[config.mk]
export PLATFORM = sky130hd
export DESIGN_NAME = bus_arbiter
export DESIGN_NICKNAME = d
export VERILOG_FILES = /design/src/rtl/bus_arbiter.sv
export SDC_FILE = /design/constraint.sdc
export NUM_CORES = 1
export LEC_CHECK = 0
export BUFFER_PORTS_ARGS = -buffer_cell sky130_fd_sc_hd__buf_2
export CORE_AREA = 2 2 77 79
export CTS_CLUSTER_DIAMETER = 150
export DETAILED_ROUTE_END_ITERATION = 10
export DIE_AREA = 0 0 79 81
export PLACE_DENSITY = 0.39
export SLEW_MARGIN = 20
export SYNTH_ARGS = -nofsm -noshare
export SYNTH_HDL_FRONTEND = slang
export SYNTH_SLANG_ARGS = --single-unit
[constraint.sdc]
create_clock -name clk -period 3.8 [get_ports clk]
set_input_delay 0.95 -clock clk [delete_from_list [all_inputs] [get_ports clk]]
set_output_delay 0.95 -clock clk [all_outputs]
set_load 0.02 [all_outputs]
[src/rtl/bus_arbiter.sv]
// Round-robin arbiter for four bus masters with active-low request/grant.
// The owner keeps the bus while it requests; on release the bus is handed
// straight to the next requester at the same edge. An optional hold-time
// watchdog revokes the grant from a master that owns the bus too long.
//
// Handshake: a master asks for the bus by holding MReq_[i] low and owns it
// for every cycle in which MGrnt_[i] is low; it gives the bus up by driving
// MReq_[i] high, and its grant goes high at the next rising edge.
module bus_arbiter #(
  parameter int unsigned HOLD_MAX = 16
) (
  input  logic       clk,
  input  logic       reset_,
  input  logic [3:0] MReq_,
  output logic [3:0] MGrnt_,
  output logic [1:0] Owner,
  output logic       Busy,
  output logic       Timeout,
  output logic [1:0] TimeoutId
);

  typedef enum logic {
    IDLE  = 1'b0,
    OWNED = 1'b1
  } state_t;

  // Watchdog fires when the hold counter reaches HOLD_MAX-1 (owner has had
  // the bus for HOLD_MAX cycles). HOLD_MAX of zero turns the watchdog off.
  localparam bit       WD_EN     = (HOLD_MAX != 0);
  localparam logic [7:0] HOLD_LAST = WD_EN ? 8'(HOLD_MAX - 1) : 8'd0;

  state_t     state_q, state_nxt;
  logic [3:0] grant_q, grant_nxt;
  logic [1:0] owner_q, owner_nxt;
  logic [1:0] last_q, last_nxt;
  logic [7:0] hold_q, hold_nxt;
  logic       timeout_q, timeout_nxt;
  logic [1:0] tid_q, tid_nxt;
  logic [2:0] pick;

  // Round-robin search: first requesting master after start_after, wrapping
  // upward; start_after itself is checked last. Returns {found, index}.
  function automatic logic [2:0] rr_pick(input logic [3:0] req_n,
                                         input logic [1:0] start_after);
    logic [2:0] r;
    logic [1:0] idx;
    r = 3'b000;
    for (int k = 4; k >= 1; k--) begin
      idx = start_after + 2'(k);
      if (!req_n[idx]) r = {1'b1, idx};
    end
    return r;
  endfunction

  // State and output registers, synchronous active-low reset.
  always_ff @(posedge clk) begin
    if (!reset_) begin
      state_q   <= IDLE;
      grant_q   <= 4'b1111;
      owner_q   <= 2'd0;
      last_q    <= 2'd3;
      hold_q    <= 8'd0;
      timeout_q <= 1'b0;
      tid_q     <= 2'd0;
    end else begin
      state_q   <= state_nxt;
      grant_q   <= grant_nxt;
      owner_q   <= owner_nxt;
      last_q    <= last_nxt;
      hold_q    <= hold_nxt;
      timeout_q <= timeout_nxt;
      tid_q     <= tid_nxt;
    end
  end

  // Next-state logic: grant from idle, hand over on release, watchdog revoke.
  always_comb begin
    state_nxt   = state_q;
    grant_nxt   = grant_q;
    owner_nxt   = owner_q;
    last_nxt    = last_q;
    hold_nxt    = hold_q;
    timeout_nxt = 1'b0;
    tid_nxt     = tid_q;
    pick        = 3'b000;
    case (state_q)
      IDLE: begin
        pick = rr_pick(MReq_, last_q);
        if (pick[2]) begin
          grant_nxt = ~(4'b0001 << pick[1:0]);
          owner_nxt = pick[1:0];
          hold_nxt  = 8'd0;
          state_nxt = OWNED;
        end
      end
      OWNED: begin
        if (MReq_[owner_q]) begin
          // Owner released: its own request is high, so the search naturally
          // skips it and lands on the next requester if there is one.
          last_nxt = owner_q;
          pick     = rr_pick(MReq_, owner_q);
          if (pick[2]) begin
            grant_nxt = ~(4'b0001 << pick[1:0]);
            owner_nxt = pick[1:0];
            hold_nxt  = 8'd0;
          end else begin
            grant_nxt = 4'b1111;
            state_nxt = IDLE;
          end
        end else if (WD_EN && (hold_q == HOLD_LAST)) begin
          // Revoke; recording the owner as last gives it lowest priority.
          grant_nxt   = 4'b1111;
          timeout_nxt = 1'b1;
          tid_nxt     = owner_q;
          last_nxt    = owner_q;
          state_nxt   = IDLE;
        end else if (hold_q != 8'hFF) begin
          hold_nxt = hold_q + 8'd1;
        end
      end
      default: begin
        state_nxt = IDLE;
        grant_nxt = 4'b1111;
      end
    endcase
  end

  assign MGrnt_    = grant_q;
  assign Owner     = owner_q;
  assign Busy      = (state_q == OWNED);
  assign Timeout   = timeout_q;
  assign TimeoutId = tid_q;

endmodule

==> out/qor.log <==
qor: power.total_power 0.590 mW
qor: setup_path.cp_max_fo 12
qor: cts.cts.repair.resized 0
qor: die.placement_rows 28
qor: logic_synthesis.synth_async_sr_flop_share 0
qor: sta.skew 8.67 ps
qor: grt.grt_pass1_wl 6030 um
qor: place.hpwlAfterDp 2630 um
qor: die.ios 16
qor: setup_path.worst_setup_path_startpoint MReq_[3]
qor: sta.finalSetupViolCount 0
qor: cts.tritoncts built
qor: logic_synthesis.synth-warning-count 0
qor: drt.wl_per_cell 14.2 um
qor: power.p_clk_frac 0.279
qor: cts.post_cts.repair.setup_buffers 0
qor: place.dp.cells 248
qor: setup_path.worst_ep_arrival_time 2440 ps
qor: cts.clockRootBuffer sky130_fd_sc_hd__clkbuf_8
qor: sta.max_freq 436 MHz
qor: drt.drc 0
qor: grt.antenna_found_initial 0
qor: logic_synthesis.syn_area_per_cell 8.15 um2
qor: sta.finalMaxSlewViolations 0
qor: setup_path.worst_r2r_endpoint MGrnt_[2]
qor: logic_synthesis.synth_seq_cells 20
qor: place.port_buffers 15
qor: sta.final.min_clock_period 2290 ps
qor: logic_synthesis.synthesized_instance_count 167
qor: setup_path.end_kind flop
qor: place.post-place-ws 1240 ps
qor: drt.post_drt_via_cell_ratio 5.04
qor: cts.htree_num_levels 1
qor: setup_path.worstSetupStartpointType primary input
qor: power.power_density_over_the_cells 385 nW/um2
qor: drt.num_vias 1269
qor: power.combinationalPowerShare 0.294
qor: setup_path.crit_end MGrnt_[2]
qor: sta.postLayoutSetupSlackWorst 1510 ps
qor: cts.clock_sink_count 20
qor: cts.worstSkewPairLatency 260 ps
qor: power.leakagePower 0.588 nW
qor: grt.grt_start_max_net_pins 17
qor: cts.cts.reportedPaths.clkPinSlew 70 ps
qor: cells_and_area.final_nets 185
qor: cells_and_area.finalNonFillerCells 252
qor: logic_synthesis.sequential_element_share_of_the_synthesized_area 0.294
qor: power.vdd_drop_max 0.0000973 V
qor: setup_path.depth_of_the_worst_register_to_register_path 5
qor: flow_run.max-cap-violations 0
qor: power.p_int 0.388 mW
qor: logic_synthesis.mappedNetlistNets 174
qor: cells_and_area.synthToLayoutAreaGrowth 12.5%
qor: worst_hold_path.min_path_type flop to flop
qor: die.dieWidth 79 um
qor: setup_path.ff_to_ff_setup_slack 1650 ps
qor: cells_and_area.diodes 0
qor: setup_path.worstReg2RegStart Owner[0]
qor: die.start_util 0.240
qor: sta.timing.max_slew.rel_slack 0.601
qor: die.die_h 81 um
qor: run_status.status completed
qor: cells_and_area.regArea 400 um2
qor: power.power_frac_seq 0.427
qor: cells_and_area.share_of_layout_cells_above_drive_strength_1 0.198
qor: cts.cts_buffer_depth 2
qor: sta.fin_crit_sh 0.603
qor: cts.hold_fix_buffers_at_cts 0
qor: cells_and_area.multi_input_area 888 um2
qor: cells_and_area.fillers 632
qor: drt.initialDrtViolationCount 80
qor: drt.ant_nets 0
qor: sta.worst_pin_slew 599 ps
qor: cts.cts_inserted_buffers 3
qor: grt.global_route.overflow_total 0
qor: die.core 5680 um2
qor: logic_synthesis.synthesis.area 1360 um2
qor: setup_path.crit_required 3950 ps
qor: grt.grt_overall_usage 0.120
qor: drt.detail_route.wirelength 3570 um
qor: drt.detail_route.first_pass.iterations 4
qor: power.power.switching_fraction 0.343
qor: sta.final.hold.worst_slack 463 ps
qor: setup_path.path_class primary input to flop
qor: logic_synthesis.synth-edff-count 0
qor: grt.grt_pass1_vias 1177
qor: place.place_congestion 0.823
qor: logic_synthesis.synth-main-ff-cell sky130_fd_sc_hd__dfxtp_1
qor: sta.setup_tns 0 ps
qor: logic_synthesis.number_of_unique_standard_cell_types_used_by_synthesis 53
qor: sta.grt_setup_unrepaired false
qor: sta.report.final.hold_viol_count 0
qor: power.p_sw 0.202 mW
qor: die.die_area 6400 um2
[worst min-delay path by stage]
stage	start	to	slack [ps]	cells after the start
2_1_floorplan	hold_q[1]	hold_q[1]	450	2
3_3_place_gp	MGrnt_[2]	MGrnt_[2]	450	1
3_5_place_dp	MGrnt_[1]	MGrnt_[1]	450	2
4_1_cts	MGrnt_[1]	MGrnt_[1]	470	2
5_1_grt	MGrnt_[1]	MGrnt_[1]	490	2
6_report	MGrnt_[1]	MGrnt_[1]	460	2
[worst max-delay path, cell delays in order]
cell and delay, ps:
sky130_fd_sc_hd__buf_2 170, sky130_fd_sc_hd__mux4_2 560, sky130_fd_sc_hd__nand2b_4 200, sky130_fd_sc_hd__o21ai_4 220
sky130_fd_sc_hd__a221oi_2 60, sky130_fd_sc_hd__a211o_1 290
[power by group through the flow]
stage / sequential, mW / combinational [mW] / clock [mW]
6_report: 0.252 / 0.173 / 0.165
5_1_grt: 0.257 / 0.192 / 0.179
4_1_cts: 0.253 / 0.174 / 0.169
3_5_place_dp: 0.257 / 0.172 / 0
3_3_place_gp: 0.257 / 0.173 / 0
2_1_floorplan: 0.255 / 0.133 / 0
[Yosys cell counts (3+ instances only)]
library cell	number	area, um2
sky130_fd_sc_hd__dfxtp_1	20	400
sky130_fd_sc_hd__nand2b_1	7	43.8
sky130_fd_sc_hd__nor2_1	9	33.8
sky130_fd_sc_hd__nor2b_1	6	37.5
sky130_fd_sc_hd__buf_2	4	20.0
sky130_fd_sc_hd__mux2i_1	9	90.1
sky130_fd_sc_hd__nor4_1	3	18.8
sky130_fd_sc_hd__o21ai_0	4	20.0
sky130_fd_sc_hd__nor3_1	7	35.0
sky130_fd_sc_hd__nand3_1	8	40.0
sky130_fd_sc_hd__nand2_1	20	75.1
sky130_fd_sc_hd__inv_1	5	18.8
sky130_fd_sc_hd__a21oi_1	8	40.0
sky130_fd_sc_hd__and3_1	10	62.6
[layout make-up]
| class | instances | share of cell area |
|---|---|---|
| timing repair buffer | 15 | 0.0490 |
| multi-input combinational | 133 | 0.580 |
| tap | 75 | 0.0613 |
| clock buffer | 4 | 0.0359 |
| inverter | 5 | 0.0123 |
| sequential | 20 | 0.261 |
[through the flow]
stage | util | area [um2]
6_report | 0.270 | 1530
4_1_cts | 0.270 | 1530
5_1_grt | 0.270 | 1530
2_1_floorplan | - | 1360
3_5_place_dp | 0.260 | 1480
3_3_place_gp | 0.260 | 1480
[cell usage in the layout, fill, tap and decap left out, types with 3 or more instances in the layout]
cell type	Yosys	layout
sky130_fd_sc_hd__dfxtp_1	20	20
sky130_fd_sc_hd__nand2_1	20	20
sky130_fd_sc_hd__buf_2	4	15
sky130_fd_sc_hd__and3_1	10	10
sky130_fd_sc_hd__nor2_1	9	9
sky130_fd_sc_hd__mux2i_1	9	9
sky130_fd_sc_hd__nand3_1	8	8
sky130_fd_sc_hd__a21oi_1	8	8
sky130_fd_sc_hd__nand2b_1	7	7
sky130_fd_sc_hd__nor3_1	7	7
sky130_fd_sc_hd__nor2b_1	6	6
sky130_fd_sc_hd__inv_1	5	5
sky130_fd_sc_hd__o21ai_0	4	4
sky130_fd_sc_hd__clkbuf_8	0	4
sky130_fd_sc_hd__nor4_1	3	3
[logic make-up (layout without fill, tap and decap cells)]
family,after synthesis,after routing,synth area share
fa+ha+maj,1,1,0.00919
flops,20,20,0.294
simple gates,79,79,0.308
buf+inv,14,24,0.0533
compound gates,42,42,0.245
mux,11,11,0.0910
[state kept, by name, summed over array words and instances, names as in the netlist]
signal,cells
Busy,1
MGrnt_,4
Owner,2
Timeout,1
TimeoutId,2
hold_q,8
last_q,2
[routing by layer]
metal  share of wire  global-route usage  wire, um
met4           0.015              0.0414        53
met1            0.49               0.167      1750
met2            0.46               0.187      1630
met3           0.038              0.0211       134
met5               0                   0         0
Power figures use the tool's default switching activity.
